**config.mk**
```make
export PLATFORM = sky130hd
export DESIGN_NAME = spi_byte_engine_flat
export DESIGN_NICKNAME = d
export VERILOG_FILES = /design/src/rtl/spi_byte_engine_if.sv /design/src/rtl/spi_byte_engine.sv /design/src/flat_wrapper.sv
export SDC_FILE = /design/constraint.sdc
export NUM_CORES = 1
export LEC_CHECK = 0
export ABC_AREA = 1
export CORE_AREA = 2 2 76 78
export CTS_BUF_LIST = sky130_fd_sc_hd__clkbuf_16
export CTS_CLUSTER_DIAMETER = 50
export DETAILED_ROUTE_END_ITERATION = 16
export DIE_AREA = 0 0 78 80
export GPL_TIMING_DRIVEN = 1
export HOLD_SLACK_MARGIN = 0.05
export PLACE_DENSITY = 0.54
export SLEW_MARGIN = 20
export SYNTH_ARGS = -nofsm -noshare
export SYNTH_HDL_FRONTEND = slang
export SYNTH_SLANG_ARGS = --single-unit
```
**constraint.sdc**
```tcl
create_clock -name clk_i -period 1.8 [get_ports clk_i]
set_input_delay 0.36 -clock clk_i [delete_from_list [all_inputs] [get_ports clk_i]]
set_output_delay 0.36 -clock clk_i [all_outputs]
set_load 0.1 [all_outputs]
```
**src/rtl/spi_byte_engine_if.sv**
```systemverilog
// Control and pin bundle for the SPI byte engine: decoder-side request/result
// signals plus the SPI pins. The engine takes the master view.
interface spi_byte_engine_if #(
  parameter int DIVW = 4
);
  logic            start;
  logic [7:0]      txd;
  logic [DIVW-1:0] div;
  logic [1:0]      ssel_n;
  logic            keepss;
  logic            busy;
  logic            done;
  logic [7:0]      rxd;
  logic            sck;
  logic            mosi;
  logic            miso;
  logic [1:0]      nss;

  modport master (
    input  start, txd, div, ssel_n, keepss, miso,
    output busy, done, rxd, sck, mosi, nss
  );

  modport slave (
    output start, txd, div, ssel_n, keepss, miso,
    input  busy, done, rxd, sck, mosi, nss
  );
endinterface

```
**src/rtl/spi_byte_engine.sv**
```systemverilog
// SPI mode-0 byte shifter: 8 bits out on MOSI, 8 in from MISO, RXD + DONE pulse.
// A byte takes 17*(DIV+1) busy cycles; START is ignored while busy (no queueing).
module spi_byte_engine #(
  parameter int DIVW = 4
) (
  input  logic                clk_i,
  input  logic                rst_ni,
  spi_byte_engine_if.master   bus
);

  typedef enum logic [2:0] {
    S_IDLE  = 3'd0,
    S_SETUP = 3'd1,
    S_HIGH  = 3'd2,
    S_LOW   = 3'd3,
    S_HOLD  = 3'd4
  } state_e;

  state_e          state_q,  state_d;
  logic [DIVW-1:0] phase_q,  phase_d;
  logic [DIVW-1:0] div_q,    div_d;
  logic [7:0]      shreg_q,  shreg_d;
  logic [2:0]      bitcnt_q, bitcnt_d;
  logic            rxbit_q,  rxbit_d;
  logic            keep_q,   keep_d;
  logic            sck_q,    sck_d;
  logic            mosi_q,   mosi_d;
  logic [1:0]      nss_q,    nss_d;
  logic [7:0]      rxd_q,    rxd_d;
  logic            done_q,   done_d;
  logic            phase_end;

  assign phase_end = (phase_q == '0);

  always_ff @(posedge clk_i or negedge rst_ni) begin
    if (!rst_ni) begin
      state_q  <= S_IDLE;
      phase_q  <= '0;
      div_q    <= '0;
      shreg_q  <= 8'h00;
      bitcnt_q <= 3'd0;
      rxbit_q  <= 1'b0;
      keep_q   <= 1'b0;
      sck_q    <= 1'b0;
      mosi_q   <= 1'b0;
      nss_q    <= 2'b11;
      rxd_q    <= 8'h00;
      done_q   <= 1'b0;
    end else begin
      state_q  <= state_d;
      phase_q  <= phase_d;
      div_q    <= div_d;
      shreg_q  <= shreg_d;
      bitcnt_q <= bitcnt_d;
      rxbit_q  <= rxbit_d;
      keep_q   <= keep_d;
      sck_q    <= sck_d;
      mosi_q   <= mosi_d;
      nss_q    <= nss_d;
      rxd_q    <= rxd_d;
      done_q   <= done_d;
    end
  end

  always_comb begin
    state_d  = state_q;
    phase_d  = phase_q;
    div_d    = div_q;
    shreg_d  = shreg_q;
    bitcnt_d = bitcnt_q;
    rxbit_d  = rxbit_q;
    keep_d   = keep_q;
    sck_d    = sck_q;
    mosi_d   = mosi_q;
    nss_d    = nss_q;
    rxd_d    = rxd_q;
    done_d   = 1'b0;

    // Every non-idle phase is div_q+1 cycles; reload happens on each transition.
    if (state_q != S_IDLE && !phase_end) begin
      phase_d = phase_q - DIVW'(1);
    end

    case (state_q)
      S_IDLE: begin
        if (bus.start) begin
          shreg_d  = bus.txd;
          div_d    = bus.div;
          keep_d   = bus.keepss;
          nss_d    = bus.ssel_n;
          mosi_d   = bus.txd[7];
          bitcnt_d = 3'd0;
          phase_d  = bus.div;
          state_d  = S_SETUP;
        end
      end
      S_SETUP, S_LOW: begin
        if (phase_end) begin
          sck_d   = 1'b1;
          rxbit_d = bus.miso;
          phase_d = div_q;
          state_d = S_HIGH;
        end
      end
      S_HIGH: begin
        if (phase_end) begin
          sck_d   = 1'b0;
          shreg_d = {shreg_q[6:0], rxbit_q};
          phase_d = div_q;
          if (bitcnt_q == 3'd7) begin
            state_d = S_HOLD;
          end else begin
            mosi_d   = shreg_q[6];
            bitcnt_d = bitcnt_q + 3'd1;
            state_d  = S_LOW;
          end
        end
      end
      S_HOLD: begin
        if (phase_end) begin
          rxd_d   = shreg_q;
          done_d  = 1'b1;
          mosi_d  = 1'b0;
          // A burst keeps the chip selected so the next byte's START can follow glitch-free.
          if (!keep_q) begin
            nss_d = 2'b11;
          end
          state_d = S_IDLE;
        end
      end
      default: begin
        state_d = S_IDLE;
      end
    endcase
  end

  assign bus.sck  = sck_q;
  assign bus.mosi = mosi_q;
  assign bus.nss  = nss_q;
  assign bus.busy = (state_q != S_IDLE);
  assign bus.done = done_q;
  assign bus.rxd  = rxd_q;

endmodule

```
**src/flat_wrapper.sv**
```systemverilog
// flat-port wrapper written by rule: the top's interface ports become plain ports
module spi_byte_engine_flat 
#(
  parameter int DIVW = 4
)
  (clk_i, rst_ni, bus_start, bus_txd, bus_div, bus_ssel_n, bus_keepss, bus_miso, bus_busy, bus_done, bus_rxd, bus_sck, bus_mosi, bus_nss);
  spi_byte_engine_if #(.DIVW(DIVW)) bus_i ();
  input  logic clk_i;
  input  logic rst_ni;
  input wire logic [$bits(bus_i.start)-1:0] bus_start;
  input wire logic [$bits(bus_i.txd)-1:0] bus_txd;
  input wire logic [$bits(bus_i.div)-1:0] bus_div;
  input wire logic [$bits(bus_i.ssel_n)-1:0] bus_ssel_n;
  input wire logic [$bits(bus_i.keepss)-1:0] bus_keepss;
  input wire logic [$bits(bus_i.miso)-1:0] bus_miso;
  output wire logic [$bits(bus_i.busy)-1:0] bus_busy;
  output wire logic [$bits(bus_i.done)-1:0] bus_done;
  output wire logic [$bits(bus_i.rxd)-1:0] bus_rxd;
  output wire logic [$bits(bus_i.sck)-1:0] bus_sck;
  output wire logic [$bits(bus_i.mosi)-1:0] bus_mosi;
  output wire logic [$bits(bus_i.nss)-1:0] bus_nss;
  assign bus_i.start = bus_start;
  assign bus_i.txd = bus_txd;
  assign bus_i.div = bus_div;
  assign bus_i.ssel_n = bus_ssel_n;
  assign bus_i.keepss = bus_keepss;
  assign bus_i.miso = bus_miso;
  assign bus_busy = bus_i.busy;
  assign bus_done = bus_i.done;
  assign bus_rxd = bus_i.rxd;
  assign bus_sck = bus_i.sck;
  assign bus_mosi = bus_i.mosi;
  assign bus_nss = bus_i.nss;
  spi_byte_engine #(.DIVW(DIVW)) u_core (.clk_i(clk_i), .rst_ni(rst_ni), .bus(bus_i));
endmodule
```
==> out/qor.yml <==
floorplanning:
  num_rows: 27
  chipWidth_um: 78
  dieArea_sq_mm: 0.00624
  die_y_um: 80
  initial_utilization: 0.343
  ios: 33
  core-area_sq_mm: 0.00541
routing:
  first_pass_iters: 4
  vias: 1526
  wl_mm: 3.85
  route.detailed.drc: 0
  antenna_left: 0
  drtIter0Drc: 49
  via_per_inst: 4.49
  wl_per_cell_um: 11.3
cts:
  root_buffer: "clkbuf_16"
  cts_tree: "done"
  h-tree-depth: 2
  cts.repair.resized: 0
  cts_setup_buffers: 0
  cts_sinks: 37
  cts_inserted_buffers: 5
  path_clk_slew_ns: 0.06
  clock_latency_ns: 0.28
  clk_path_buf_depth: 2
finish:
  drive_gt1_frac: 0.157
  areaGrowthSynthToFinish_pct: 37.0
  antennaDiodeCount: 0
  final_nets: 290
  fillers: 548
  final_cells: 340
worst_setup_path:
  critPathKind: "reg -> out"
  path_max_fanout: 7
  worstPathRequired_ns: 1.44
  start_kind: "flip-flop"
  crit_arrival_ns: 1.23
  setup.worst_path.end_class: "output pin"
timing:
  finalMaxSlewViolations: 0
  period_needed_ns: 1.59
  fin_setup_tns_ns: 0
  fin_skew_ns: 0.00515
  slew_headroom: 0.715
  worst_pin_slew_ns: 0.428
  finalCritPeriodShare: 0.886
  fmax_mhz: 627
  setup_viol: 0
  rsz0062_at_grt: "false"
  hold_viol: 0
global_route:
  grt_pass1_vias: 1538
  grtUsageTotal: 0.142
  antenna_found_initial: 0
  grt-ovfl-total: 0
  grt_max_degree: 22
  grt_pass1_wl_mm: 6.99
synth:
  ys_async_sr_fraction: 1.00
  synth_most_common_cell: "nand2_1"
  yosysTopAreaCell: "dfrtp_1"
  synth-seq-cells: 37
  yosysTopAreaCellShare: 0.472
  ys_seq_area_frac: 0.500
  syn_area_per_cell_sq_um: 8.10
  synth.distinct_cells: 26
  syn_nets: 252
  synth_common_cells: "nand2_1 (71), dfrtp_1 (35), inv_1 (32)"
  synthFlopType: "dfrtp_1"
  synth_cells: 229
  synth_area_sq_mm: 0.00186
  yosys_warnings: 0
  synth_edf_count: 0
  synth_area_leaders: "dfrtp_1 (47%), nand2_1 (14%), o21ai_1 (7.6%), inv_1 (6.5%), o21ai_0 (3.2%)"
placement:
  io_buffers: 32
  place_congestion: 0.798
  placed_cells_incl_taps: 331
  hpwlAfterDp_mm: 2.84
pwr:
  vdd_drop_max_v: 0.000689
  power_density_mw_per_mm2: 1620
  p_leak_nw: 1.22
run:
  cap_viol_max_count: 0
run_status:
  outcome: "finished, final reports clean"
hold_path:
  hold_class: "reg -> reg"
[sequential cells by signal, summed over array words and instances (netlist names)]
register         cells
u_core.rxbit_q       1
u_core.bus.nss       2
u_core.shreg_q       8
u_core.bus.done      1
u_core.keep_q        1
u_core.bus.mosi      1
u_core.div_q         4
u_core.bus.rxd       8
u_core.state_q       3
u_core.bitcnt_q      3
u_core.bus.sck       1
u_core.phase_q       4
[final cells by class]
type,instances,area (sq um),area share
Clock buffer,5,125,0.0492
Clock inverter,3,12.5,0.00492
Inverter,34,128,0.0502
Multi-Input combinational cell,153,757,0.298
Sequential cell,37,928,0.365
Tap cell,72,90.1,0.0355
Timing Repair Buffer,36,500,0.197
[power by group]
group          total [mW]  switching [mW]  leakage (nW)  internal (mW)
Combinational        1.94            1.27         0.681          0.674
Clock               0.820           0.320        0.0687          0.500
Sequential           1.35           0.207         0.469           1.15
[path summary, 6_finish.rpt]
check                                  start            endpoint  slack, ns  cells after the start
hold / removal             u_core.bus.nss[1]   u_core.bus.nss[1]       0.48                      2
max in group asynchronous             rst_ni   u_core.bus.rxd[1]       0.80                      3
min in group asynchronous             rst_ni  u_core.bitcnt_q[2]       0.55                      2
setup / recovery           u_core.state_q[0]            bus_busy       0.21                      3
setup reg to reg           u_core.phase_q[0]   u_core.phase_q[0]       0.23                      8
hold reg to reg            u_core.bus.nss[1]   u_core.bus.nss[1]       0.48                      2
[cell families (layout without fill, tap and decap cells)]
family          after synthesis  in the layout  share of synthesized area
buf+inv                      39             78                     0.0931
xor+xnor                      1              1                    0.00472
fa+ha+maj                     4              4                     0.0270
simple gates                101            101                      0.235
compound gates               47             47                      0.140
flops                        37             37                      0.500
[placed cells by master, fill, tap and decap left out, types with 4 or more instances in the layout]
cell type and instances:
nand3_1 10, buf_12 15, clkdlybuf4s50_1 17, nor2_1 6, clkbuf_16 5, ha_1 4
dfrtp_1 35, o21ai_0 12, nor2_2 4, inv_1 32, nand2_2 4, o21ai_1 28
nand2_1 70
[per-stage QoR]
stage          instance area (sq um)  worst slack, ns  total power [mW]  utilization  hold WS (ns)
6_report                        2540            0.205              4.11        0.470         0.483
5_1_grt                         2540           0.0204              4.44        0.470         0.498
4_1_cts                         2540            0.194              4.16        0.470         0.487
3_5_place_dp                    2390            0.169              3.32        0.443         0.329
3_3_place_gp                    2390            0.182              3.28        0.443         0.323
2_1_floorplan                   1860            0.302              2.78            -        0.0644
[critical path: stages (launching register included)]
cell and delay (ns):
dfrtp_1 0.45, nor2_2 0.18, nand2_2 0.13, buf_12 0.19
[metal layers]
metal,GRT usage,wire length [um]
met5,0,0
met4,0.0667,75
met3,0.0385,180
met2,0.218,1680
met1,0.186,1910
[repair_timing]
item | CTS | global route
endpoints found under the hold margin | 14 | 0
setup endpoints to repair | 0 | 0
hold buffers | 1 | 0
Power figures use the tool's default switching activity.
